==> config.mk <==
export PLATFORM = sky130hd
export DESIGN_NAME = rgb_pwm_capture
export DESIGN_NICKNAME = d
export VERILOG_FILES = /design/src/rtl/rgb_pwm_capture_pkg.sv /design/src/rtl/rgb_pwm_capture_chan.sv /design/src/rtl/rgb_pwm_capture.sv
export SDC_FILE = /design/constraint.sdc
export NUM_CORES = 1
export LEC_CHECK = 0
export ABC_AREA = 0
export BUFFER_PORTS_ARGS = -buffer_cell sky130_fd_sc_hd__buf_2
export CAP_MARGIN = 40
export CORE_ASPECT_RATIO = 0.8
export CORE_MARGIN = 10
export CORE_UTILIZATION = 52
export DETAILED_ROUTE_END_ITERATION = 8
export PLACE_DENSITY = 0.75
export REMOVE_ABC_BUFFERS = 1
export SLEW_MARGIN = 0
export SYNTH_ARGS = -nofsm -noshare
export SYNTH_HDL_FRONTEND = slang
export SYNTH_SLANG_ARGS = --single-unit
==> constraint.sdc <==
create_clock -name clk -period 1.9 [get_ports clk]
set_input_delay 0.285 -clock clk [delete_from_list [all_inputs] [get_ports clk]]
set_output_delay 0.285 -clock clk [all_outputs]
set_load 0.01 [all_outputs]
==> src/rtl/rgb_pwm_capture_pkg.sv <==
// Shared constants and types for the RGB PWM duty/period capture block.
// CNT_W/CNT_MAX are the default counter width and its saturation value.
package rgb_pwm_capture_pkg;

    localparam int              CNT_W   = 9;
    localparam logic [CNT_W-1:0] CNT_MAX = {CNT_W{1'b1}};

    typedef enum logic {
        IDLE    = 1'b0,
        MEASURE = 1'b1
    } chan_state_e;

endpackage

==> src/rtl/rgb_pwm_capture_chan.sv <==
// One PWM capture channel: synchronizer, rise detector and a two-state
// measurement FSM reporting high time and period in clk cycles.
module pwm_chan_capture #(
    parameter int SYNC_STAGES = 2,
    parameter int CNT_W       = rgb_pwm_capture_pkg::CNT_W
) (
    input  logic             clk,
    input  logic             rst_n,
    input  logic             pwm_i,
    output logic [CNT_W-1:0] time_o,
    output logic [CNT_W-1:0] period_o,
    output logic             valid_o,
    output logic             timeout_o
);
    import rgb_pwm_capture_pkg::*;

    localparam logic [CNT_W-1:0] SAT = {CNT_W{1'b1}};
    localparam logic [CNT_W-1:0] ONE = {{(CNT_W-1){1'b0}}, 1'b1};

    logic [SYNC_STAGES-1:0] sync_q;
    logic                   sync_d_q;
    logic                   sync;
    logic                   rise;

    chan_state_e      state_q, state_d;
    logic [CNT_W-1:0] per_q, per_d;
    logic [CNT_W-1:0] hi_q, hi_d;
    logic [CNT_W-1:0] time_q, time_d;
    logic [CNT_W-1:0] period_q, period_d;
    logic             valid_q, valid_d;
    logic             timeout_q, timeout_d;

    always_ff @(posedge clk or negedge rst_n) begin
        if (!rst_n) begin
            sync_q   <= '0;
            sync_d_q <= 1'b0;
        end else begin
            sync_q   <= {sync_q[SYNC_STAGES-2:0], pwm_i};
            sync_d_q <= sync_q[SYNC_STAGES-1];
        end
    end

    assign sync = sync_q[SYNC_STAGES-1];
    assign rise = sync & ~sync_d_q;

    always_ff @(posedge clk or negedge rst_n) begin
        if (!rst_n) begin
            state_q   <= IDLE;
            per_q     <= '0;
            hi_q      <= '0;
            time_q    <= '0;
            period_q  <= '0;
            valid_q   <= 1'b0;
            timeout_q <= 1'b0;
        end else begin
            state_q   <= state_d;
            per_q     <= per_d;
            hi_q      <= hi_d;
            time_q    <= time_d;
            period_q  <= period_d;
            valid_q   <= valid_d;
            timeout_q <= timeout_d;
        end
    end

    always_comb begin
        state_d   = state_q;
        per_d     = per_q;
        hi_d      = hi_q;
        time_d    = time_q;
        period_d  = period_q;
        valid_d   = 1'b0;
        timeout_d = timeout_q;
        unique case (state_q)
            IDLE: begin
                if (rise) begin
                    state_d = MEASURE;
                    per_d   = ONE;
                    hi_d    = ONE;
                end
            end
            MEASURE: begin
                // A rise on the saturating cycle still closes a normal period.
                if (rise) begin
                    time_d    = hi_q;
                    period_d  = per_q;
                    valid_d   = 1'b1;
                    timeout_d = 1'b0;
                    per_d     = ONE;
                    hi_d      = ONE;
                end else if (per_q == SAT) begin
                    state_d   = IDLE;
                    time_d    = sync ? SAT : '0;
                    period_d  = '0;
                    valid_d   = 1'b1;
                    timeout_d = 1'b1;
                end else begin
                    per_d = per_q + ONE;
                    if (sync && (hi_q != SAT)) begin
                        hi_d = hi_q + ONE;
                    end
                end
            end
            default: state_d = IDLE;
        endcase
    end

    assign time_o    = time_q;
    assign period_o  = period_q;
    assign valid_o   = valid_q;
    assign timeout_o = timeout_q;

endmodule

==> src/rtl/rgb_pwm_capture.sv <==
// Three independent PWM capture channels; bit 2 = R, bit 1 = G, bit 0 = B.
module rgb_pwm_capture #(
    parameter int SYNC_STAGES = 2,
    parameter int CNT_W       = rgb_pwm_capture_pkg::CNT_W
) (
    input  logic             clk,
    input  logic             rst,
    input  logic             R_in,
    input  logic             G_in,
    input  logic             B_in,
    output logic [CNT_W-1:0] R_time_out,
    output logic [CNT_W-1:0] G_time_out,
    output logic [CNT_W-1:0] B_time_out,
    output logic [CNT_W-1:0] R_period_out,
    output logic [CNT_W-1:0] G_period_out,
    output logic [CNT_W-1:0] B_period_out,
    output logic [2:0]       valid_out,
    output logic [2:0]       timeout_out
);
    logic [2:0]       pwm_w;
    logic [CNT_W-1:0] time_w   [3];
    logic [CNT_W-1:0] period_w [3];

    assign pwm_w = {R_in, G_in, B_in};

    genvar gi;
    generate
        for (gi = 0; gi < 3; gi++) begin : g_chan
            pwm_chan_capture #(
                .SYNC_STAGES(SYNC_STAGES),
                .CNT_W      (CNT_W)
            ) u_chan (
                .clk      (clk),
                .rst_n    (rst),
                .pwm_i    (pwm_w[gi]),
                .time_o   (time_w[gi]),
                .period_o (period_w[gi]),
                .valid_o  (valid_out[gi]),
                .timeout_o(timeout_out[gi])
            );
        end
    endgenerate

    assign R_time_out   = time_w[2];
    assign G_time_out   = time_w[1];
    assign B_time_out   = time_w[0];
    assign R_period_out = period_w[2];
    assign G_period_out = period_w[1];
    assign B_period_out = period_w[0];

endmodule
# After elaboration in Yosys (flattened, before gate mapping)
# Index checks and enable logic that the tools add are counted.
# word_totals
elab_cells,138
ff_bits,126
output_inout_bits,60
# op_classes
add_sub_neg,6
bitwise,9
eq_ne,15
n_mux,66
n_reduce_logical,15
# op_table
op,count
2-to-1 mux 9 bit,33
one-hot mux 9 bit (2 select lines),6
adder 9 x 1 -> 9 bit (second input constant),6
== test 9 bit (second input constant),3
!= test 9 bit (second input constant),3
2-to-1 mux 1 bit,24
!= test 3 x 2 -> 1 bit (second input constant),6
AND reduction 2 bit,6
AND reduction 3 bit,3
!= test 2 x 1 -> 1 bit (second input constant),3
inverter 1 bit,6
one-hot mux 1 bit (2 select lines),3
nonzero test 2 bit,3
AND 1 bit,3
logical AND 1 bit,3

# Logic depth before layout (Yosys ltp)
# depth
word_depth,6
ltp_mapped,10

# Modules after synthesis
# Synthesis repeated with hierarchy kept, for this count alone.
# hier_totals
cells_unflattened,507
area_unflattened_um2,5525.3
# by_module_without_submodules
module,area_per_inst_um2,cells_each,instances
pwm_chan_capture,1841.8,169,3

# Worst setup path after synthesis
# OpenSTA, ideal clock, no wires.
# synth_timing
path_type,register to register
startpoint,reg g_chan[0].u_chan.hi_q[0]
endpoint,reg g_chan[0].u_chan.hi_q[7]
period_less_slack_ns,2.049
path_slack_ns,-0.149
path_buffers,1
setup_time_ns,0.078
path_stages_with_launch,11
arrival_time_ns,1.971
path_cell_list,dfrtp_1 -> ha_1 -> nand3_1 -> or2_2 -> nor2_1 -> ha_1 -> nor4bb_1 -> buf_4 -> nand3_2 -> or3_1 -> a21oi_1
# synth_between
elab_chain_len,5
# synth_lines
item,line,text
start: declaration,rgb_pwm_capture_chan.sv:27,"logic [CNT_W-1:0] hi_q, hi_d;"
start signal: assignment,rgb_pwm_capture_chan.sv:58,hi_q <= hi_d;
adder 9 x 1 -> 9 bit,rgb_pwm_capture_chan.sv:100,hi_d = hi_q + ONE;
2-to-1 mux 9 bit,rgb_pwm_capture_chan.sv:99,if (sync && (hi_q != SAT)) begin
2-to-1 mux 9 bit,rgb_pwm_capture_chan.sv:91,end else if (per_q == SAT) begin
2-to-1 mux 9 bit,rgb_pwm_capture_chan.sv:84,if (rise) begin
one-hot mux 9 bit (2 select lines),rgb_pwm_capture_chan.sv:74,unique case (state_q)
# Several ways; a longest one is shown, not always the timed one. The select of a mux whose other input is x is not followed.
# A chain may end at the register's enable or synchronous reset.

# Worst setup path in the final report
# Same ends and word-level chain as after synthesis.

==> results.json <==
{
  "status": "finished with violations",
  "violations": "negative setup slack",
  "ant_nets": 0,
  "clock_sinks": 126,
  "clk_pin_slew_worst_paths_ns": 0.05,
  "max_freq_ghz": 0.492,
  "final_net_count": 695,
  "synth_top_flop_cell": "dfrtp_1",
  "cts_tree": "built",
  "max-vdd-ir-drop_mv": 0.819,
  "dr.pass1.iters": 7,
  "start_kind": "flop",
  "wl_um": 14000,
  "path_max_fanout": 4,
  "fin_area_um2": 7500,
  "rsz0062_at_grt": "yes",
  "antenna_found_initial": 0,
  "synth_seq_cells": 126,
  "critPathKind": "reg2reg",
  "synth_top_area_frac": 0.581,
  "yosys-top-cells-area": "dfrtp_1 58%, o21ai_0 6.9%, nand2_1 4.8%",
  "worst_slack_ns": -0.134,
  "hp-class": "reg2reg",
  "numCtsBuffers": 17,
  "seq_area_frac_synth": 0.581,
  "final_cells": 828,
  "yosysMostFrequentCell": "dfrtp_1",
  "die_y_um": 111,
  "drc": 0,
  "synth_common_cells": "126 x dfrtp_1, 75 x o21ai_0, 69 x nand2_1, 30 x nor2_1, 29 x a22o_1",
  "finalPower_mw": 7.74,
  "grt-ovfl-total": 0,
  "wl_per_cell_um": 16.9,
  "worstMarginPinSlew_ns": 0.610,
  "cts_root_buffer": "clkbuf_16",
  "fp.dieW_um": 134,
  "rows": 33,
  "crit_required_ns": 2.23,
  "synth_warnings": 0,
  "initial_utilization": 0.530,
  "hold_viol_final": 0,
  "synth.distinct_cells": 37,
  "slew_headroom": 0.593,
  "drv_slew": 0,
  "synthCells": 517,
  "leakagePower_nw": 3.58,
  "grt_max_degree": 78,
  "fin_skew_ns": 0.0112,
  "num-fill-cells": 716,
  "drt_iter0_drc": 399,
  "synth-edff-count": 0,
  "synth_top_area_cell": "dfrtp_1",
  "cp-end-kind": "flop",
  "synthesis.area_um2": 5430,
  "final_util": 0.732,
  "boundaryPins": 65,
  "dp.cells": 773,
  "htreeDepth": 4,
  "viasPerCell": 5.56,
  "hpwlAfterDp_um": 8610,
  "core_area_um2": 10200,
  "finalSetupViolCount": 16,
  "fin_crit_ns": 2.03,
  "timing.hold.ws_ns": 0.346,
  "grt_pass1_vias": 4558,
  "post_dp_cell_area_um2": 6410,
  "postSynth.asyncResetShare": 1.00,
  "cp.arrival_ns": 2.37,
  "insertion_delay_ns": 0.41,
  "track_usage": 0.180,
  "place_congestion": 0.964,
  "antennaDiodeCount": 0,
  "drive_above_1_share": 0.384,
  "area_delta_synth_final_pct": 38.1,
  "clk_path_buf_depth": 2,
  "timing.final.crit_share": 1.07,
  "maxCapViolations": 0,
  "die_area_um2": 15000,
  "grt_pass1_wl_um": 22300,
  "vias": 4600,
  "avgSynthCellArea_um2": 10.5,
  "io_buffers": 64,
  "pwr_density_cell_nw_per_um2": 1030
}
worst max-delay path, cell delays in order (launching register included):
cell,delay (ns)
dfrtp_1,0.38
ha_2,0.20
nand3_2,0.08
or2_4,0.13
nor2_4,0.04
ha_4,0.15
nor4bb_2,0.25
buf_4,0.18
nand3_2,0.07
or3_4,0.34
a21oi_2,0.14
state kept, by name, summed over array words and instances, names as in the netlist:
name	count
g_chan.u_chan.sync_d_q	3
g_chan.u_chan.period_o	27
g_chan.u_chan.per_q	27
g_chan.u_chan.sync_q	6
g_chan.u_chan.state_q	3
g_chan.u_chan.time_o	27
g_chan.u_chan.timeout_o	3
g_chan.u_chan.hi_q	27
g_chan.u_chan.valid_o	3
per-layer routing:
metal	track usage	wire length [um]	part of all wire
met1	0.219	5950	0.43
met2	0.298	7100	0.51
met3	0.0602	791	0.057
met4	0.0500	153	0.011
met5	0	0	0
cell type report:
class	count	area, um2	share of cell area
clock buffer	22	474	0.0632
clock inverter	7	65.1	0.00868
inverter	11	41.3	0.00551
multi-input combinational	351	2410	0.321
sequential	126	3150	0.420
tap	140	175	0.0234
timing repair buffer	171	1180	0.158
final timing paths:
| check | from | end | slack [ns] | depth (start not counted) |
|---|---|---|---|---|
| worst min-delay path | g_chan[0].u_chan.sync_q[0]$_DFF_PN0_ | g_chan[0].u_chan.sync_q[1]$_DFF_PN0_ | 0.35 | 0 |
| max in group asynchronous | rst | g_chan[1].u_chan.hi_q[8]$_DFFE_PN0P_ | 0.91 | 3 |
| worst max-delay path | g_chan[0].u_chan.hi_q[0]$_DFFE_PN0P_ | g_chan[0].u_chan.hi_q[7]$_DFFE_PN0P_ | -0.13 | 10 |
| worst min register to register | g_chan[0].u_chan.sync_q[0]$_DFF_PN0_ | g_chan[0].u_chan.sync_q[1]$_DFF_PN0_ | 0.35 | 0 |
| min in group asynchronous | rst | g_chan[2].u_chan.time_o[2]$_DFFE_PN0P_ | 0.45 | 3 |
| worst max register to register | g_chan[0].u_chan.hi_q[0]$_DFFE_PN0P_ | g_chan[0].u_chan.hi_q[7]$_DFFE_PN0P_ | -0.13 | 10 |
power breakdown:
part,leakage [nW],switching (mW),internal [mW],total (mW)
Combinational,1.68,0.818,0.743,1.56
Clock,0.263,1.08,1.87,2.95
Sequential,1.64,0.214,3.02,3.23
layout by cell type, fill, tap and decap left out, types with 3 or more instances in the layout:
cell type      count
a21oi_1           20
nand4_1            5
a22o_1            29
inv_1             11
nand3_1           11
o32ai_2            4
buf_4             96
or3_1              8
clkinv_2           4
clkbuf_16         17
nor3_1             3
nor3_2             7
nand3b_1           3
xnor2_1           10
buf_6              6
nand2b_1           3
a21oi_2            4
dlygate4sd3_1      4
or3_4              3
nor2_1            27
mux2_4             3
o21ai_1            4
mux2i_1            4
o21ai_2            6
o21ai_0           68
ha_2               9
xor2_1             8
nand3_2            5
buf_2             63
dfrtp_1          126
nor2b_1            4
o32ai_1            4
nand2_2            5
clkbuf_8           3
nand2_1           63
per-stage QoR:
| step | setup WS, ns | setup TNS, ns |
|---|---|---|
| finish | -0.134 | -0.902 |
| global route | -0.228 | -2.60 |
| CTS | -0.147 | -0.438 |
| detailed placement | -0.208 | -2.02 |
| global placement | -0.116 | -0.744 |
| floorplan | -0.534 | -3.77 |
repair_timing:
item / CTS / global route
hold buffers: 4 / 0
pin swaps: 21 / 25
setup endpoints to repair: 24 / 63
setup buffers: 12 / 10
resized for setup: 34 / 49
endpoints found under the hold margin: 80 / 0
logic make-up after synthesis:
logic type,share of synthesized area
multiplexers,0.0157
AO/OA/AOI/OAI,0.160
flip-flops,0.581
XOR/XNOR,0.0290
buffers and inverters,0.0346
AND/OR/NAND/NOR,0.153
adder cells (fa/ha/maj),0.0277
(Power assumes the default switching activity.)
